$ cat config.mk
export PLATFORM = sky130hd
export DESIGN_NAME = can_tx_scheduler
export DESIGN_NICKNAME = d
export VERILOG_FILES = /design/src/rtl/can_pkg.sv /design/src/rtl/can_prio_select.sv /design/src/rtl/can_tx_scheduler.sv
export SDC_FILE = /design/constraint.sdc
export NUM_CORES = 1
export LEC_CHECK = 0
export ABC_AREA = 0
export CAP_MARGIN = 25
export CORE_AREA = 2 2 161 163
export CTS_CLUSTER_SIZE = 8
export DETAILED_ROUTE_END_ITERATION = 7
export DIE_AREA = 0 0 163 165
export SETUP_SLACK_MARGIN = 0.2
export SYNTH_ARGS = -nofsm -noshare
export SYNTH_HDL_FRONTEND = slang
export SYNTH_HIERARCHICAL = 1
export SYNTH_SLANG_ARGS = --single-unit
$ cat constraint.sdc
create_clock -name can_clk -period 25.2 [get_ports can_clk]
set_clock_uncertainty 0.1 [all_clocks]
set_input_delay 6.3 -clock can_clk [delete_from_list [all_inputs] [get_ports can_clk]]
set_output_delay 6.3 -clock can_clk [all_outputs]
set_load 0.02 [all_outputs]
$ cat src/rtl/can_pkg.sv
// Shared definitions for the CAN transmit scheduler slice.
//   - field widths of a CAN frame (ID, DLC, payload)
//   - recessive bus level
//   - scheduler state encoding
//   - helpers: index width for N requesters, DLC clamp to 8
package can_pkg;

  localparam int unsigned CAN_ID_W   = 11;
  localparam int unsigned CAN_DLC_W  = 4;
  localparam int unsigned CAN_DATA_W = 64;
  localparam logic        RECESSIVE  = 1'b1;
  localparam logic [CAN_DLC_W-1:0] CAN_MAX_DLC = 4'd8;

  typedef enum logic [2:0] {
    S_IDLE,
    S_WAIT_BUS,
    S_SELECT,
    S_LAUNCH,
    S_ACTIVE
  } sched_state_t;

  function automatic int unsigned idx_width(input int unsigned n);
    return (n > 1) ? $clog2(n) : 1;
  endfunction

  function automatic logic [CAN_DLC_W-1:0] clamp_dlc(input logic [CAN_DLC_W-1:0] dlc);
    return (dlc > CAN_MAX_DLC) ? CAN_MAX_DLC : dlc;
  endfunction

endpackage

$ cat src/rtl/can_prio_select.sv
// Combinational priority finder: among the valid mailboxes, returns the one
// with the numerically lowest ID; equal IDs resolve to the lower index.
//   valid     in  N_MB            per-mailbox valid
//   ids       in  N_MB*CAN_ID_W   packed IDs, mailbox i at [11*i +: 11]
//   grant     out idx_width(N_MB) winning mailbox index (0 when none valid)
//   any_valid out 1               at least one mailbox valid
module can_prio_select
  import can_pkg::*;
#(
  parameter int unsigned N_MB = 4
) (
  input  logic [N_MB-1:0]             valid,
  input  logic [N_MB*CAN_ID_W-1:0]    ids,
  output logic [idx_width(N_MB)-1:0]  grant,
  output logic                        any_valid
);

  localparam int unsigned IDX_W = idx_width(N_MB);

  logic [CAN_ID_W-1:0] best_id;

  // Strict less-than while scanning upward keeps the lower index on ties.
  always_comb begin
    grant     = '0;
    any_valid = 1'b0;
    best_id   = '1;
    for (int unsigned i = 0; i < N_MB; i++) begin
      if (valid[i] && (!any_valid || (ids[i*CAN_ID_W +: CAN_ID_W] < best_id))) begin
        any_valid = 1'b1;
        best_id   = ids[i*CAN_ID_W +: CAN_ID_W];
        grant     = IDX_W'(i);
      end
    end
  end

endmodule

$ cat src/rtl/can_tx_scheduler.sv
// Shares one CAN frame transmitter between N_MB transmit mailboxes.
// Waits for IDLE_BITS recessive bits, launches the highest-priority (lowest
// ID) pending mailbox, retries on lost arbitration up to MAX_RETRY times and
// aborts after TX_TIMEOUT cycles without completion.
//   can_clk, reset                 clock, synchronous active-high reset
//   req_valid/id/dlc/data   in     per-mailbox packed requests
//   req_ack, req_fail       out    one-cycle per-mailbox completion pulses
//   tx_start/id/dlc/data    out    launch handshake to the transmitter
//   tx_done, tx_lost_arb    in     transmitter result pulses
//   can_rx_bit              in     sampled bus level (1 = recessive)
//   owner                   out    mailbox currently owning the transmitter
//   sched_busy              out    high in LAUNCH or ACTIVE
module can_tx_scheduler
  import can_pkg::*;
#(
  parameter int unsigned N_MB       = 4,
  parameter int unsigned IDLE_BITS  = 11,
  parameter int unsigned MAX_RETRY  = 7,
  parameter int unsigned TX_TIMEOUT = 200
) (
  input  logic                         can_clk,
  input  logic                         reset,
  input  logic [N_MB-1:0]              req_valid,
  input  logic [N_MB*CAN_ID_W-1:0]     req_id,
  input  logic [N_MB*CAN_DLC_W-1:0]    req_dlc,
  input  logic [N_MB*CAN_DATA_W-1:0]   req_data,
  output logic [N_MB-1:0]              req_ack,
  output logic [N_MB-1:0]              req_fail,
  output logic                         tx_start,
  output logic [CAN_ID_W-1:0]          tx_id,
  output logic [CAN_DLC_W-1:0]         tx_dlc,
  output logic [CAN_DATA_W-1:0]        tx_data,
  input  logic                         tx_done,
  input  logic                         tx_lost_arb,
  input  logic                         can_rx_bit,
  output logic [idx_width(N_MB)-1:0]   owner,
  output logic                         sched_busy
);

  localparam int unsigned OWN_W   = idx_width(N_MB);
  localparam int unsigned IDLE_W  = $clog2(IDLE_BITS + 1);
  localparam int unsigned RETRY_W = (MAX_RETRY > 0) ? $clog2(MAX_RETRY + 1) : 1;
  localparam int unsigned WD_W    = $clog2(TX_TIMEOUT + 1);

  sched_state_t        state, state_next;
  logic [IDLE_W-1:0]   idle_cnt;
  logic                bus_idle;
  logic [RETRY_W-1:0]  retry [N_MB];
  logic [WD_W-1:0]     wd_cnt;
  logic [OWN_W-1:0]    grant;
  logic                any_valid;
  logic                latch_sel, ev_ack, ev_fail, ev_retry;

  can_prio_select #(.N_MB(N_MB)) u_prio (
    .valid     (req_valid),
    .ids       (req_id),
    .grant     (grant),
    .any_valid (any_valid)
  );

  assign bus_idle   = (idle_cnt == IDLE_W'(IDLE_BITS));
  assign tx_start   = (state == S_LAUNCH);
  assign sched_busy = (state == S_LAUNCH) || (state == S_ACTIVE);

  always_ff @(posedge can_clk) begin
    if (reset) state <= S_IDLE;
    else       state <= state_next;
  end

  always_comb begin
    state_next = state;
    latch_sel  = 1'b0;
    ev_ack     = 1'b0;
    ev_fail    = 1'b0;
    ev_retry   = 1'b0;
    unique case (state)
      S_IDLE:     if (|req_valid) state_next = S_WAIT_BUS;
      S_WAIT_BUS: begin
        if (!(|req_valid))  state_next = S_IDLE;
        else if (bus_idle)  state_next = S_SELECT;
      end
      S_SELECT: begin
        if (any_valid) begin
          latch_sel  = 1'b1;
          state_next = S_LAUNCH;
        end else begin
          state_next = S_IDLE;
        end
      end
      S_LAUNCH:   state_next = S_ACTIVE;
      S_ACTIVE: begin
        // Done outranks lost arbitration, which outranks the watchdog.
        if (tx_done) begin
          ev_ack     = 1'b1;
          state_next = S_IDLE;
        end else if (tx_lost_arb) begin
          if (retry[owner] == RETRY_W'(MAX_RETRY)) begin
            ev_fail    = 1'b1;
            state_next = S_IDLE;
          end else begin
            ev_retry   = 1'b1;
            state_next = S_WAIT_BUS;
          end
        end else if (wd_cnt == WD_W'(TX_TIMEOUT - 1)) begin
          ev_fail    = 1'b1;
          state_next = S_IDLE;
        end
      end
      default:    state_next = S_IDLE;
    endcase
  end

  always_ff @(posedge can_clk) begin
    if (reset) begin
      idle_cnt <= '0;
    end else if (can_rx_bit != RECESSIVE) begin
      idle_cnt <= '0;
    end else if (!bus_idle) begin
      idle_cnt <= idle_cnt + IDLE_W'(1);
    end
  end

  always_ff @(posedge can_clk) begin
    if (reset) begin
      owner    <= '0;
      tx_id    <= '0;
      tx_dlc   <= '0;
      tx_data  <= '0;
      req_ack  <= '0;
      req_fail <= '0;
      wd_cnt   <= '0;
      for (int unsigned i = 0; i < N_MB; i++) retry[i] <= '0;
    end else begin
      req_ack  <= '0;
      req_fail <= '0;
      if (latch_sel) begin
        owner   <= grant;
        tx_id   <= req_id[int'(grant)*CAN_ID_W +: CAN_ID_W];
        tx_dlc  <= clamp_dlc(req_dlc[int'(grant)*CAN_DLC_W +: CAN_DLC_W]);
        tx_data <= req_data[int'(grant)*CAN_DATA_W +: CAN_DATA_W];
      end
      // Watchdog counts cycles spent in ACTIVE; zero on the first ACTIVE cycle.
      if (state == S_LAUNCH)      wd_cnt <= '0;
      else if (state == S_ACTIVE) wd_cnt <= wd_cnt + WD_W'(1);
      if (ev_ack) begin
        req_ack[owner] <= 1'b1;
        retry[owner]   <= '0;
      end
      if (ev_fail) begin
        req_fail[owner] <= 1'b1;
        retry[owner]    <= '0;
      end
      if (ev_retry) retry[owner] <= retry[owner] + RETRY_W'(1);
    end
  end

endmodule

Word level (Yosys, flattened, before mapping)
Memory sizes are Yosys's and may differ from the RTL's. A register that Yosys moved wholly into a read port is not among the register bits.
Index checks and enable logic that the tools add are counted.

storage, ports and cells
  RAM bits = 12
  logic and storage cells = 110
  input port bits = 325
  output and inout bits = 91
  flip-flop bits (word level) = 104
  memories kept = 1

cells by class
  equal/unequal tests = 10
  reductions and logical operators = 19
  bitwise operators = 5
  multipliers = 1
  shifts and indexed selects = 3
  $add $sub $neg = 3
  $lt $le $gt $ge = 6
  multiplexer cells = 53

memories
  memory  depth  width  read ports  clocked after Yosys merged registers in  write ports  RTL line                source
  retry   4      3      1           1                                        4            can_tx_scheduler.sv:48  logic [RETRY_W-1:0] retry [N_MB];

operators with widths
  operator             count
  $shiftx 256x9->64    1
  $shiftx 44x7->11     1
  $lt 11x11->1         3
  $mux 11              3
  $mux 1               32
  $mux 3               9
  $shiftx 16x5->4      1
  $pmux 3 s5           1
  $mux 2               6
  $add 8x1->8 const B  1
  $eq 8x8->1 const B   1
  $reduce_or 2->1      4
  $eq 3x2->1 const B   2
  $eq 3x3->1 const B   2
  $mul 2x4->6 const B  1
  $add 4x1->4 const B  1
  $eq 4x4->1 const B   1
  $gt 4x4->1 const B   1
  $logic_and 1x1->1    4
  $logic_or 1x1->1     4
  $mux 4               1
  $ne 4x3->1 const B   1
  $reduce_or 4->1      1
  $add 3x1->3 const B  1
  12 further kinds     17

Longest topological paths before layout
  depth in word-level cells = 17
  gate-level depth with buffers = 29
  mapped depth without buffers = 24

Cells and area by module
The synthesis kept the hierarchy.

by module, submodules not included
  module            area each (µm²)  cells an instance  seq. area each (µm²)  instances
  can_tx_scheduler  6246.0           602                2482.4                1
  can_prio_select   1247.4           154                0.0                   1

Least setup slack after synthesis
Ideal clock, no wire load.

  path type = in2reg
  start = input req_valid[0]
  end = register tx_data[35]
  cell stages on the path = 29
  path slack = 11.895 ns
  arrival time = 13.072 ns
  cell sequence = clkbuf_1 > nor2b_1 > ha_1 > and2_0 > a221o_1 > o2111a_1 > o32ai_4 > buf_6 > mux2_2 > ha_1 > a211oi_1 > o21ai_0 > a2111oi_0 > nor2_1 > a211oi_1 > buf_6 > mux2_1 > ha_1 > o21a_1 > o2111a_1 > a22o_1 > or4_1 > a211oi_2 > or3_1 > buf_2 > buf_2 > mux4_2 > nand2_1 > a21oi_1

between the ends
  elaborated cells between the ends (all ways) = 25

RTL lines
  what                                                    RTL line                 source
  from (decl)                                             can_tx_scheduler.sv:23   input logic [N_MB-1:0] req_valid,
  $mux 11 / $mux 1 (equally long branches)                can_prio_select.sv:28    if (valid[i] && (!any_valid || (ids[i*CAN_ID_W +: CAN_ID_W] < best_id))) begin
  $lt 11x11->1 / $logic_not 1->1 (equally long branches)  can_prio_select.sv:28
  $logic_or 1x1->1                                        can_prio_select.sv:28
  $logic_and 1x1->1                                       can_prio_select.sv:28
  $mux 11 / $mux 1 (equally long branches)                can_prio_select.sv:28
  $lt 11x11->1 / $logic_not 1->1 (equally long branches)  can_prio_select.sv:28
  $logic_or 1x1->1                                        can_prio_select.sv:28
  $logic_and 1x1->1                                       can_prio_select.sv:28
  $mux 11 / $mux 1 (equally long branches)                can_prio_select.sv:28
  $lt 11x11->1 / $logic_not 1->1 (equally long branches)  can_prio_select.sv:28
  $logic_or 1x1->1                                        can_prio_select.sv:28
  $logic_and 1x1->1                                       can_prio_select.sv:28
  $mux 2 *                                                can_prio_select.sv:28
  via grant[0]                                            can_tx_scheduler.sv:50   logic [OWN_W-1:0] grant;
  $shiftx 256x9->64 *                                     can_tx_scheduler.sv:140  tx_data <= req_data[int'(grant)*CAN_DATA_W +: CAN_DATA_W];
  to (signal assigned)                                    can_tx_scheduler.sv:140
  to (decl)                                               can_tx_scheduler.sv:32   output logic [CAN_DATA_W-1:0] tx_data,

The timed path passes the listed nets; every way through them passes the cells marked *.
A chain may end at the register's enable or synchronous reset.

Worst setup path after layout
  start = input req_valid[0]
  end = register tx_data[55]

The elaborated chain is that of the path after synthesis.

==> flow_summary.json <==
{
  "status": "completed",
  "cts.sinks": 118,
  "cts_tree": "yes",
  "ctsHoldBuffers": 0,
  "wl_mm": 29.1,
  "irDropWorstVdd_v": 0.0000397,
  "hpwlAfterDp_mm": 22.9,
  "clkPwrFrac_pct": 40.2,
  "drive_above_1_share_pct": 12.5,
  "slew_violations": 0,
  "hold_end": "tx_data[25]",
  "max_slew.worst_pin.slew_ns": 0.935,
  "dr.pass1.iters": 4,
  "cts_buffers": 17,
  "reg2reg_depth": 7,
  "internal-power_uw": 472,
  "hp-start": "tx_data[25]",
  "power_density_nw_per_um2": 51.8,
  "switchingPower_uw": 176,
  "initial_core_util_pct": 29.9,
  "antenna_left": 0,
  "p_comb_share_pct": 30.3,
  "final_cell_mix": "clkdlybuf4s50_1, nand2_1, dfxtp_1, a21oi_1, mux4_2",
  "area_growth_syn_to_layout_pct": 66.8,
  "htreeDepth": 4,
  "synth-async-reset-ratio_pct": 0,
  "setup_tns_ns": 0,
  "pin_count": 416,
  "setup_violations": 0,
  "drt-initial-drc-count": 367,
  "syn_inst": 756,
  "max_slew_margin_pct": 37.6,
  "yosysWarningCount": 6,
  "gp_congestion": 0.881,
  "final_common_cell": "clkdlybuf4s50_1",
  "rsz0062_at_grt": "no",
  "die_w_um": 163,
  "grt_util_all_layers_pct": 21.2,
  "path_class": "input port to flop",
  "num_vias": 7412,
  "finalCritPeriodShare_pct": 60.9,
  "die_area_um2": 26900,
  "die_y_um": 165,
  "cp.arrival_ns": 15.52,
  "grt_pass1_wl_mm": 42.9,
  "end_kind": "flop",
  "min_path_cells": 2,
  "routed_via_density": 4.98,
  "p_leak_nw": 4.47,
  "synth_edf_count": 12,
  "yosys_register_bits": 118,
  "core-area_um2": 25000,
  "fin_ws_ns": 9.85,
  "final_cell_area_um2": 12500,
  "grt_pass1_vias": 7454,
  "crit_path_start_kind": "input port",
  "placed_cell_area_um2": 11900,
  "hp-class": "flop to flop",
  "critPathMaxFanout": 47,
  "fin_nets": 1501,
  "rows": 58,
  "cts.root.buffer_cell": "clkbuf_16",
  "synth_ff_type": "dfxtp_1",
  "rrSetupSlack_ns": 22.55,
  "grt_max_degree": 74,
  "antenna_found_initial": 1,
  "yosysUniqueCellTypes": 65,
  "clkLatencyLatePin_ns": 0.42,
  "synth_nets": 1114,
  "post_cts_buffers": 0,
  "maxCapViolCount": 0,
  "portBuffers": 415,
  "cts_resized": 0,
  "max_freq_mhz": 65.2,
  "p_seq_share_pct": 29.5,
  "fill_cells": 2339,
  "clk_pin_slew_worst_paths_ns": 0.06,
  "drcViolationCount": 0,
  "clk_path_buf_depth": 2,
  "reg2reg_to": "retry[1][2]",
  "wl_per_cell_um": 19.6,
  "syn_area_per_cell_um2": 9.91,
  "dpl_worst_slack_ns": 9.33,
  "hold_violations": 0,
  "period_minus_slack_ns": 15.35,
  "grt.overflow.total": 0,
  "cp.required_ns": 25.38,
  "switching_share_pct": 27.2,
  "synth-seq-area-share_pct": 33.1,
  "synth_area_um2": 7490
}
==> sequential cells by signal (all words and copies together) (netlist names), named ones only <==
| name | flops |
|---|---|
| tx_dlc | 4 |
| req_ack | 4 |
| tx_id | 11 |
| tx_data | 64 |
| state | 3 |
| req_fail | 4 |
| wd_cnt | 8 |
| idle_cnt | 4 |
| owner | 2 |
| retry | 12 |
==> logic make-up (layout without fill, tap and decap cells) <==
logic type	after synthesis	count (layout)	share of synthesized area [%]
AND/OR/NAND/NOR	282	282	17.2
AO/OA/AOI/OAI	128	128	10.2
flip-flops	118	118	33.1
multiplexers	105	105	28.0
buffers and inverters	80	480	4.79
adder cells (fa/ha/maj)	33	33	5.51
XOR/XNOR	10	10	1.17
other	0	1	0
==> power groups by stage <==
stage                     clock, mW  sequential (mW)  combinational [mW]
after global routing          0.276            0.191               0.212
after detailed placement          0            0.195               0.199
after floorplan                   0            0.195               0.124
after global placement            0            0.195               0.199
final                         0.260            0.191               0.196
after CTS                     0.268            0.191               0.200
==> synth_stat cells (3+ instances only) <==
library cell	n	area, um^2
nand2_1	175	657
dfxtp_1	106	2120
a21oi_1	89	445
mux4_2	82	1850
nor2_1	37	139
ha_1	33	413
inv_1	27	101
clkbuf_1	25	93.8
buf_2	22	110
nor2b_1	14	87.6
edfxtp_1	12	360
mux2_2	10	113
nand2b_1	10	62.6
mux2_1	9	101
o21ai_0	9	45.0
nor3_1	7	35.0
xnor2_1	7	61.3
nand3b_1	6	45.0
a211oi_1	5	37.5
nand4_1	5	31.3
buf_6	4	45.0
mux2i_1	4	40.0
nand3_1	4	20.0
o21a_1	4	30.0
or3_1	3	18.8
xor2_1	3	26.3
==> layout make-up <==
type                    instances  area [um^2]  share of cell area, %
multi-input cells             558         4670                   37.3
repair buffers                421         4200                   33.6
flip-flops and latches        118         2480                   19.9
clock buffers                  21          514                   4.11
well taps                     330          413                   3.30
clock inverters                11          123                  0.981
inverters                      27          101                  0.811
diodes                          1         2.50                 0.0200
==> metal layers <==
layer  share of wire, %  up-vias  GRT usage, %
met5                  0        -             0
met3                7.6       31          5.32
met4                2.1        0          6.07
li1                   -     3540             -
met2                 50      333          36.3
met1                 40     3508          26.4
==> worst max-delay path, stage by stage <==
cell	delay (ns)
clkdlybuf4s50_1	0.85
nor2b_1	0.24
ha_1	0.26
and2_0	0.18
a221o_1	0.32
o2111a_1	0.29
o32ai_4	0.57
mux2_2	0.42
ha_1	0.30
a211oi_1	0.23
o21ai_0	0.18
a2111oi_0	0.58
nor2_1	0.12
a211oi_1	0.20
buf_4	0.24
mux2_1	0.34
ha_1	0.29
o21a_1	0.19
o2111a_1	0.23
a22o_1	0.26
or4_1	0.43
a211oi_2	0.19
or3_4	0.62
buf_4	0.83
mux4_2	0.61
nand2_1	0.08
a21oi_1	0.07
==> stage by stage <==
step | instances | util (%) | power, mW | hold slack, ns
after detailed placement | 1454 | 47.4 | 0.395 | 0.346
after global placement | 1454 | 47.4 | 0.394 | 0.341
after global routing | 1486 | 49.9 | 0.680 | 0.370
final | 1487 | 49.9 | 0.648 | 0.351
after CTS | 1486 | 49.9 | 0.659 | 0.354
after floorplan | 756 | - | 0.319 | 0.354
==> how the worst max path moves through the flow <==
stage | start | to | slack (ns) | cells after the start
floorplan | req_valid[0] | tx_data[35] | 11.90 | 29
global route | req_valid[0] | tx_data[55] | 9.05 | 27
detailed placement | req_valid[0] | tx_data[20] | 9.33 | 27
finish | req_valid[0] | tx_data[55] | 9.85 | 27
global placement | req_valid[0] | tx_data[36] | 9.52 | 27
CTS | req_valid[0] | tx_data[24] | 9.80 | 27
(Power assumes the default switching activity.)
